## config.mk

```make
export PLATFORM = sky130hd
export DESIGN_NAME = stepper_unipolar_ctrl_flat
export DESIGN_NICKNAME = d
export VERILOG_FILES = /design/src/rtl/stepper_unipolar_ctrl_if.sv /design/src/rtl/stepper_unipolar_ctrl.sv /design/src/flat_wrapper.sv
export SDC_FILE = /design/constraint.sdc
export NUM_CORES = 1
export LEC_CHECK = 0
export CORE_ASPECT_RATIO = 0.6
export CORE_MARGIN = 4
export CORE_UTILIZATION = 51
export CTS_BUF_LIST = sky130_fd_sc_hd__clkbuf_16
export DETAILED_ROUTE_END_ITERATION = 7
export GPL_ROUTABILITY_DRIVEN = 0
export PLACE_DENSITY = 0.72
export SLEW_MARGIN = 20
export SYNTH_ARGS = -nofsm -noshare
export SYNTH_HDL_FRONTEND = slang
export SYNTH_SLANG_ARGS = --single-unit
```

## constraint.sdc

```tcl
create_clock -name clock -period 6.15 [get_ports clock]
set_input_delay 0.615 -clock clock [delete_from_list [all_inputs] [get_ports clock]]
set_output_delay 0.615 -clock clock [all_outputs]
set_load 0.02 [all_outputs]
```

## src/rtl/stepper_unipolar_ctrl_if.sv

```systemverilog
//------------------------------------------------------------------------------
// Module   : stepper_unipolar_ctrl_if
// Brief    : Motion-control <-> stepper sequencer bundle (command in, coils out).
// Revision : 1.0  initial release
//------------------------------------------------------------------------------
`default_nettype none

interface stepper_unipolar_ctrl_if #(
    parameter int DIV_W = 16,
    parameter int CNT_W = 16,
    parameter int POS_W = 24
);
    logic             start;
    logic             stop;
    logic             dir;
    logic [1:0]       mode;
    logic [CNT_W-1:0] steps;
    logic [DIV_W-1:0] period;
    logic             hold;
    logic             jog;
    logic [3:0]       coils;
    logic             busy;
    logic             done;
    logic [POS_W-1:0] position;

    modport master (
        output start, stop, dir, mode, steps, period, hold, jog,
        input  coils, busy, done, position
    );

    modport slave (
        input  start, stop, dir, mode, steps, period, hold, jog,
        output coils, busy, done, position
    );
endinterface

`default_nettype wire

```

## src/rtl/stepper_unipolar_ctrl.sv

```systemverilog
//------------------------------------------------------------------------------
// Module   : stepper_unipolar_ctrl
// Brief    : Unipolar stepper phase sequencer (wave/full/half), counted moves at
//            a programmable rate, signed position. Optional macro STEPPER_JOG_EN
//            adds a continuous jog run.
// Revision : 1.0  initial release
//------------------------------------------------------------------------------
`default_nettype none

module stepper_unipolar_ctrl #(
    parameter int DIV_W = 16,
    parameter int CNT_W = 16,
    parameter int POS_W = 24
) (
    input  logic                   clock,
    input  logic                   reset,
    stepper_unipolar_ctrl_if.slave bus
);

    typedef enum logic [1:0] {
        ST_IDLE = 2'd0,
        ST_RUN  = 2'd1,
        ST_DONE = 2'd2
    } state_t;

    state_t           r_state;
    logic [2:0]       r_idx;
    logic [DIV_W-1:0] r_presc;
    logic [DIV_W-1:0] r_period;
    logic [CNT_W-1:0] r_remain;
    logic [POS_W-1:0] r_pos;
    logic             r_dir;
    logic [1:0]       r_mode;
    logic             r_busy;
    logic             r_done;

    logic             w_step1;
    logic [2:0]       w_next_idx;
    logic [POS_W-1:0] w_mag;
    logic [POS_W-1:0] w_next_pos;
    logic             w_tick;
    logic             w_halt;
    logic             w_jog_go;
    logic             w_cont;
    logic [3:0]       w_pattern;

`ifdef STEPPER_JOG_EN
    logic r_cont;

    // Continuous flag tracks jog while idle so a plain start always clears it.
    always_ff @(posedge clock) begin
        if (reset) begin
            r_cont <= 1'b0;
        end else if (r_state == ST_IDLE) begin
            r_cont <= bus.jog;
        end
    end

    assign w_jog_go = bus.jog;
    assign w_cont   = r_cont;
    assign w_halt   = bus.stop | (r_cont & ~bus.jog);
`else
    logic unused_jog;
    assign unused_jog = bus.jog;
    assign w_jog_go   = 1'b0;
    assign w_cont     = 1'b0;
    assign w_halt     = bus.stop;
`endif

    // Full uses even indices, wave odd; a single-index move realigns parity.
    assign w_step1    = (r_mode == 2'b10) || (r_idx[0] != (r_mode == 2'b00));
    assign w_next_idx = r_dir ? (r_idx + (w_step1 ? 3'd1 : 3'd2))
                              : (r_idx - (w_step1 ? 3'd1 : 3'd2));
    assign w_mag      = w_step1 ? POS_W'(1) : POS_W'(2);
    assign w_next_pos = r_dir ? (r_pos + w_mag) : (r_pos - w_mag);
    assign w_tick     = (r_presc == r_period);

    always_comb begin
        w_pattern = 4'b0000;
        case (r_idx)
            3'd0: w_pattern = 4'b1001;
            3'd1: w_pattern = 4'b1000;
            3'd2: w_pattern = 4'b1010;
            3'd3: w_pattern = 4'b0010;
            3'd4: w_pattern = 4'b0110;
            3'd5: w_pattern = 4'b0100;
            3'd6: w_pattern = 4'b0101;
            3'd7: w_pattern = 4'b0001;
            default: w_pattern = 4'b0000;
        endcase
    end

    always_ff @(posedge clock) begin
        if (reset) begin
            r_state  <= ST_IDLE;
            r_idx    <= 3'd0;
            r_presc  <= '0;
            r_period <= '0;
            r_remain <= '0;
            r_pos    <= '0;
            r_dir    <= 1'b0;
            r_mode   <= 2'b00;
            r_busy   <= 1'b0;
            r_done   <= 1'b0;
        end else begin
            r_done <= 1'b0;
            case (r_state)
                ST_IDLE: begin
                    if (w_jog_go || (bus.start && (bus.steps != '0))) begin
                        r_state  <= ST_RUN;
                        r_busy   <= 1'b1;
                        r_dir    <= bus.dir;
                        r_mode   <= bus.mode;
                        r_period <= bus.period;
                        r_remain <= bus.steps;
                        r_presc  <= '0;
                    end else if (bus.start) begin
                        r_state <= ST_DONE;
                    end
                end
                ST_RUN: begin
                    // A halt request wins over a tick in the same cycle.
                    if (w_halt) begin
                        r_state <= ST_DONE;
                        r_busy  <= 1'b0;
                    end else if (w_tick) begin
                        r_presc <= '0;
                        r_idx   <= w_next_idx;
                        r_pos   <= w_next_pos;
                        if (!w_cont) begin
                            r_remain <= r_remain - CNT_W'(1);
                            if (r_remain == CNT_W'(1)) begin
                                r_state <= ST_DONE;
                                r_busy  <= 1'b0;
                            end
                        end
                    end else begin
                        r_presc <= r_presc + DIV_W'(1);
                    end
                end
                ST_DONE: begin
                    r_done  <= 1'b1;
                    r_state <= ST_IDLE;
                end
                default: begin
                    r_state <= ST_IDLE;
                    r_busy  <= 1'b0;
                end
            endcase
        end
    end

    assign bus.coils    = (r_busy || bus.hold) ? w_pattern : 4'b0000;
    assign bus.busy     = r_busy;
    assign bus.done     = r_done;
    assign bus.position = r_pos;

endmodule

`default_nettype wire

```

## src/flat_wrapper.sv

```systemverilog
// flat-port wrapper written by rule: the top's interface ports become plain ports
module stepper_unipolar_ctrl_flat 
#(
    parameter int DIV_W = 16,
    parameter int CNT_W = 16,
    parameter int POS_W = 24
)
  (clock, reset, bus_start, bus_stop, bus_dir, bus_mode, bus_steps, bus_period, bus_hold, bus_jog, bus_coils, bus_busy, bus_done, bus_position);
  stepper_unipolar_ctrl_if #(.DIV_W(DIV_W), .CNT_W(CNT_W), .POS_W(POS_W)) bus_i ();
  input  logic clock;
  input  logic reset;
  input wire logic [$bits(bus_i.start)-1:0] bus_start;
  input wire logic [$bits(bus_i.stop)-1:0] bus_stop;
  input wire logic [$bits(bus_i.dir)-1:0] bus_dir;
  input wire logic [$bits(bus_i.mode)-1:0] bus_mode;
  input wire logic [$bits(bus_i.steps)-1:0] bus_steps;
  input wire logic [$bits(bus_i.period)-1:0] bus_period;
  input wire logic [$bits(bus_i.hold)-1:0] bus_hold;
  input wire logic [$bits(bus_i.jog)-1:0] bus_jog;
  output wire logic [$bits(bus_i.coils)-1:0] bus_coils;
  output wire logic [$bits(bus_i.busy)-1:0] bus_busy;
  output wire logic [$bits(bus_i.done)-1:0] bus_done;
  output wire logic [$bits(bus_i.position)-1:0] bus_position;
  assign bus_i.start = bus_start;
  assign bus_i.stop = bus_stop;
  assign bus_i.dir = bus_dir;
  assign bus_i.mode = bus_mode;
  assign bus_i.steps = bus_steps;
  assign bus_i.period = bus_period;
  assign bus_i.hold = bus_hold;
  assign bus_i.jog = bus_jog;
  assign bus_coils = bus_i.coils;
  assign bus_busy = bus_i.busy;
  assign bus_done = bus_i.done;
  assign bus_position = bus_i.position;
  stepper_unipolar_ctrl #(.DIV_W(DIV_W), .CNT_W(CNT_W), .POS_W(POS_W)) u_core (.clock(clock), .reset(reset), .bus(bus_i));
endmodule
```

==> results of run 1 <==
cell families after synthesis:
| logic type | Yosys count |
|---|---|
| mux | 26 |
| fa+ha+maj | 28 |
| buf+inv | 46 |
| flops | 86 |
| xor+xnor | 47 |
| simple gates | 252 |
| compound gates | 156 |
report_power, final:
group	switching (mW)	internal, mW	total, mW	leakage (nW)
Clock	0.229	0.313	0.541	0.146
Combinational	0.207	0.143	0.350	1.67
Sequential	0.0283	0.586	0.614	0.700
Total	0.464	1.04	1.51	2.52
final cells by class:
type | count | area, sq um
fill | 843 | 3310
multi-input combinational | 509 | 3200
sequential | 86 | 1720
timing repair buffer | 74 | 723
clock buffer | 9 | 225
tap | 130 | 163
clock inverter | 7 | 66.3
inverter | 13 | 48.8
Yosys cell counts, drive strengths merged (5+ instances only):
| library cell | n |
|---|---|
| xnor2 | 13 |
| a22oi | 6 |
| clkbuf | 25 |
| a21oi | 54 |
| nor2b | 9 |
| xor2 | 34 |
| a31oi | 8 |
| a21o | 5 |
| a211oi | 6 |
| nand3 | 15 |
| nand4 | 14 |
| nor2 | 78 |
| dfxtp | 86 |
| mux2i | 24 |
| nor4 | 14 |
| o21a | 5 |
| o211ai | 5 |
| ha | 26 |
| o21ai | 35 |
| inv | 13 |
| nor3 | 15 |
| nand2 | 81 |
| buf | 8 |
path summary, 6_finish.rpt:
| check | cells past startpoint | startpoint | to | slack, ns |
|---|---|---|---|---|
| worst max-delay path | 9 | u_core.r_dir$_SDFFE_PP0P_ | u_core.bus.position[23]$_SDFFE_PP0P_ | 2.70 |
| worst min register to register | 2 | u_core.bus.position[11]$_SDFFE_PP0P_ | u_core.bus.position[11]$_SDFFE_PP0P_ | 0.48 |
| worst min-delay path | 2 | u_core.bus.position[11]$_SDFFE_PP0P_ | u_core.bus.position[11]$_SDFFE_PP0P_ | 0.48 |
| worst max register to register | 9 | u_core.r_dir$_SDFFE_PP0P_ | u_core.bus.position[23]$_SDFFE_PP0P_ | 2.70 |
registers in the layout (all words and copies together) (netlist names):
register             cells
u_core.bus.position     24
u_core.r_state           2
u_core.r_remain         16
u_core.r_mode            2
u_core.bus.busy          1
u_core.r_dir             1
u_core.bus.done          1
u_core.w_pattern         4
u_core.r_idx             3
u_core.r_period         16
u_core.r_presc          16
critical path: stages, from the launching register on:
cell,delay [ns]
dfxtp_1,0.36
inv_1,0.60
ha_1,0.43
a21o_1,0.21
a211o_1,0.26
o21ai_1,0.46
o311ai_0,0.27
and4_1,0.25
nor2_1,0.14
mux2_2,0.34
routing by layer:
layer | global-route usage [%] | vias to the layer above
li1 | - | 2401
met1 | 35.8 | 2274
met2 | 33.5 | 215
met3 | 5.45 | 18
met4 | 4.98 | 0
met5 | 0 | -
stage by stage:
| stage | instances | worst slack (ns) | cell area, sq um | util (%) |
|---|---|---|---|---|
| after floorplan | 641 | 3.42 | 5100 | - |
| after global placement | 812 | 2.79 | 5850 | 61.9 |
| after detailed placement | 812 | 2.79 | 5850 | 61.9 |
| after CTS | 828 | 2.77 | 6150 | 65.0 |
| after global routing | 828 | 2.53 | 6150 | 65.0 |
| final | 828 | 2.70 | 6150 | 65.0 |
==> results_dict.tcl, run 1 <==
set metrics [dict create \
    run_status "complete, no violations" \
    met3_length_mm 1.07 \
    setup_viol 0 \
    fp.dieW_um 137 \
    power_mw 1.51 \
    top_layer_used "met4" \
    grt_pass1_vias 4532 \
    start_util_pct 53.9 \
    diodes 0 \
    worstPathArrival_ns 3.68 \
    vias_per_cell 5.93 \
    path_clk_slew_ns 0.06 \
    synth_compound_area_share_pct 19.1 \
    synth_cell_types 60 \
    mostFrequentLayoutCell "dfxtp_1" \
    yosysSeqAreaShare_pct 33.8 \
    setup-tns-final_ns 0 \
    synth_edf_count 0 \
    cts_htree_levels 3 \
    grt_pass1_wl_mm 22.4 \
    rows 27 \
    syn-num-nets 710 \
    critPathCaptureType "register" \
    tightest_slew_ns 0.929 \
    yosysWarnings 0 \
    crit_type "reg2reg" \
    io_pins 71 \
    cp-start-kind "register" \
    postCtsHoldBufs 0 \
    yosys.area.top_type "dfxtp_1" \
    power_leakage_nw 2.52 \
    synthMuxAreaShare_pct 5.15 \
    drtAntennaViolNets 0 \
    async_flop_share_pct 0 \
    path_max_fanout 21 \
    cts_setup_buffers 0 \
    fmax_ghz 0.290 \
    place.port_buffers 69 \
    vias 4908 \
    layout-drive-gt1-share_pct 4.15 \
    cts_buffers 9 \
    die_h_um 85.4 \
    hpwl_mm 9.63 \
    hp-class "reg2reg" \
    timing.hold.ws_ns 0.477 \
    grt_overflow 0 \
    power.density_nw_per_um2 245 \
    drtIter0Drc 402 \
    max_slew_margin_pct 38.0 \
    netlist_area_sq_um 5100 \
    nNetsFinal 762 \
    syn_inst 641 \
    yosys-top-cells-area "dfxtp_1 (34%), ha_1 (6.4%), nand2_1 (5.9%)" \
    fin_crit_sh_pct 56.1 \
    wirelength_mm 13.6 \
    die_area_sq_um 11700 \
    grtUsageTotal_pct 23.5 \
    synth_simple_gate_area_share_pct 23.2 \
    synth_top_area_share_pct 33.8 \
    period_needed_ns 3.45 \
    insertion_delay_ns 0.34 \
    antenna_found_initial 0 \
    core_area_sq_um 9460 \
    firstDrtPassIters 6 \
    rsz0062_at_grt "no" \
    ys_seq_elements 86 \
    met2_length_mm 5.52 \
    ys.flop_type "dfxtp_1" \
    cts_resized 0 \
    syn_area_per_cell_sq_um 7.95 \
    cts_root_buffer "clkbuf_16" \
    wire_per_inst_um 16.4 \
    finalHoldViolCount 0 \
    grt_max_degree 68 \
    synthAdderAreaFrac_pct 7.17 \
    crit_required_ns 6.38 \
    irDropWorstVdd_mv 0.137 \
    drcViolationCount 0 \
    syn2layout_area_growth_pct 20.6 \
    synth-xor-area-share_pct 8.08 \
    finalClockSkew_ns 0.00845 \
    clock_path_buffers 2 \
    cts_num_sinks 86 \
    synth_top_family_by_area "simple AND/OR/NAND/NOR gates" \
    report.final.slew_viol_count 0 \
    drv_cap 0 \
    cts_tree "built" \
    final_cell_mix "dfxtp_1 (86), nand2_1 (80), nor2_1 (78)" \
    wl_met1_mm 6.84 \
]
Note: power is estimated with default switching activity, not from simulation.
==> run 2, diff against run 1 <==
Clock period 6.15 ns to 3.5 ns, I/O delays scaled along.
==> run 2 against run 1 <==
Compared with the run above: final cell count is 0.60% higher; register-to-register slack got worse by 2.3 ns; sequential cell count unchanged; count of clock-buffer cells in the layout did not move; design area up 0.86%; utilization rose by 0.56 points; hold slack lost 0.0013 ns; critical endpoint is now u_core.bus.position[19]$_SDFFE_PP0P_; largest cell class unchanged.
==> results_dict.tcl, run 2 (synthesis results as in run 1) <==
set metrics [dict create \
    die_area_sq_um 11700 \
    fin_crit_sh_pct 88.8 \
    max_slew_margin_pct 37.0 \
    vias_per_cell 5.87 \
    power.density_nw_per_um2 434 \
    layout-drive-gt1-share_pct 5.12 \
    crit_chain "inv_1 > ha_1 > a21o_1 > a211o_1 > o21ai_1 > o311ai_0 > nor2b_1 > o311ai_0 > o21ai_0" \
    wire_per_inst_um 16.0 \
    drcViolationCount 0 \
    crit_top_cell "o311ai_0" \
    firstDrtPassIters 5 \
    crit_required_ns 3.72 \
    final_cell_mix "dfxtp_1 (86), nand2_1 (80), nor2_1 (78)" \
    finalClockSkew_ns 0.00676 \
    cts_root_buffer "clkbuf_16" \
    critPathCaptureType "register" \
    syn2layout_area_growth_pct 21.6 \
    grt_max_degree 67 \
    path_clk_slew_ns 0.07 \
    postCtsHoldBufs 0 \
    rsz0062_at_grt "no" \
    layout.cells.non_filler 833 \
    crit_type "reg2reg" \
    critical_path.slowest_cell "o21ai_1" \
    fmax_ghz 0.322 \
    hpwl_mm 9.41 \
    mostFrequentLayoutCell "dfxtp_1" \
    crit_buf_inv 1 \
    report.final.slew_viol_count 0 \
    cp-start-kind "register" \
    place.port_buffers 69 \
    hp-class "reg2reg" \
    cts_setup_buffers 0 \
    fp.dieW_um 137 \
    timing.rr.start "u_core.r_dir$_SDFFE_PP0P_" \
    wirelength_mm 13.3 \
    insertion_delay_ns 0.34 \
    grt_pass1_wl_mm 22.1 \
    diodes 0 \
    drtIter0Drc 459 \
    rows 27 \
    grtUsageTotal_pct 23.0 \
    run_status "complete, no violations" \
    vias 4888 \
    tightest_slew_ns 0.945 \
    drtAntennaViolNets 0 \
    cts_num_sinks 86 \
    io_pins 71 \
    dp.cells 817 \
    finalHoldViolCount 0 \
    cts_buffers 9 \
    drv_cap 0 \
    clock_path_buffers 2 \
    core_area_sq_um 9460 \
    startpoint "u_core.r_dir$_SDFFE_PP0P_" \
    setup_viol 0 \
    grt_overflow 0 \
    timing.hold.ws_ns 0.475 \
    antenna_found_initial 0 \
    worstHoldStart "u_core.bus.position[10]$_SDFFE_PP0P_" \
    die_h_um 85.4 \
    nNetsFinal 767 \
    setup-tns-final_ns 0 \
    cpPeakStageDelay_ns 0.44 \
    grt_pass1_vias 4551 \
    path_max_fanout 11 \
    cts_resized 0 \
    power_leakage_nw 2.54 \
    cts_htree_levels 3 \
    largest_reg_flops 24 \
    cp_top_family "compound AO/OA/AOI/OAI gates" \
    period_needed_ns 3.11 \
    worstPathArrival_ns 3.33 \
    cts_tree "built" \
    irDropWorstVdd_mv 0.288 \
    start_util_pct 53.9 \
]
run 2: routing by layer:
metal  track usage (%)  vias to the layer above  share of wire (%)
met1              35.7                     2287                 52
met3              4.92                       11                6.7
li1                  -                     2406                  -
met5                 0                        -                  0
met4              4.44                        0               0.77
met2              32.5                      184                 41
run 2: layout make-up:
cell class | instances | area, sq um
fill | 791 | 3260
multi-input combinational | 509 | 3200
sequential | 86 | 1720
timing repair buffer | 79 | 761
clock buffer | 9 | 225
tap | 130 | 163
clock inverter | 7 | 83.8
inverter | 13 | 48.8
run 2: worst min-delay path, stage by stage (launching register included):
cell	delay [ns]
dfxtp_1	0.33
nand2_1	0.06
a21oi_1	0.05
run 2: worst paths after layout:
| kind | depth (start not counted) | end | slack [ns] |
|---|---|---|---|
| setup / recovery | 9 | u_core.bus.position[19]$_SDFFE_PP0P_ | 0.39 |
| hold / removal | 2 | u_core.bus.position[10]$_SDFFE_PP0P_ | 0.48 |
| setup reg to reg | 9 | u_core.bus.position[19]$_SDFFE_PP0P_ | 0.39 |
| hold reg to reg | 2 | u_core.bus.position[10]$_SDFFE_PP0P_ | 0.48 |
run 2: stage by stage:
stage | util [%] | area (sq um) | worst slack (ns) | power [mW]
final | 65.5 | 6200 | 0.392 | 2.69
after global routing | 65.5 | 6200 | 0.104 | 2.82
after CTS | 65.5 | 6200 | 0.401 | 2.70
after detailed placement | 62.3 | 5890 | 0.432 | 1.70
after global placement | 62.3 | 5890 | 0.503 | 1.69
after floorplan | - | 5100 | 0.769 | 1.52
run 2: power by group:
part           internal, mW  switching (mW)  leakage, nW  total, mW
Clock                 0.563           0.429        0.148      0.992
Sequential             1.03          0.0480        0.700       1.08
Combinational         0.259           0.360         1.70      0.619
==> run 3, diff against run 2 <==
--- a/constraint.sdc
+++ b/constraint.sdc
@@ -3,2 +3,2 @@
 set_output_delay 0.35 -clock clock [all_outputs]
-set_load 0.02 [all_outputs]
+set_load 0.01 [all_outputs]
==> results of run 3 <==
Same layout as run 2 (identical final DEF). Status: complete, no violations.
Main changes from that run: total power 2.69 mW -> 2.68 mW
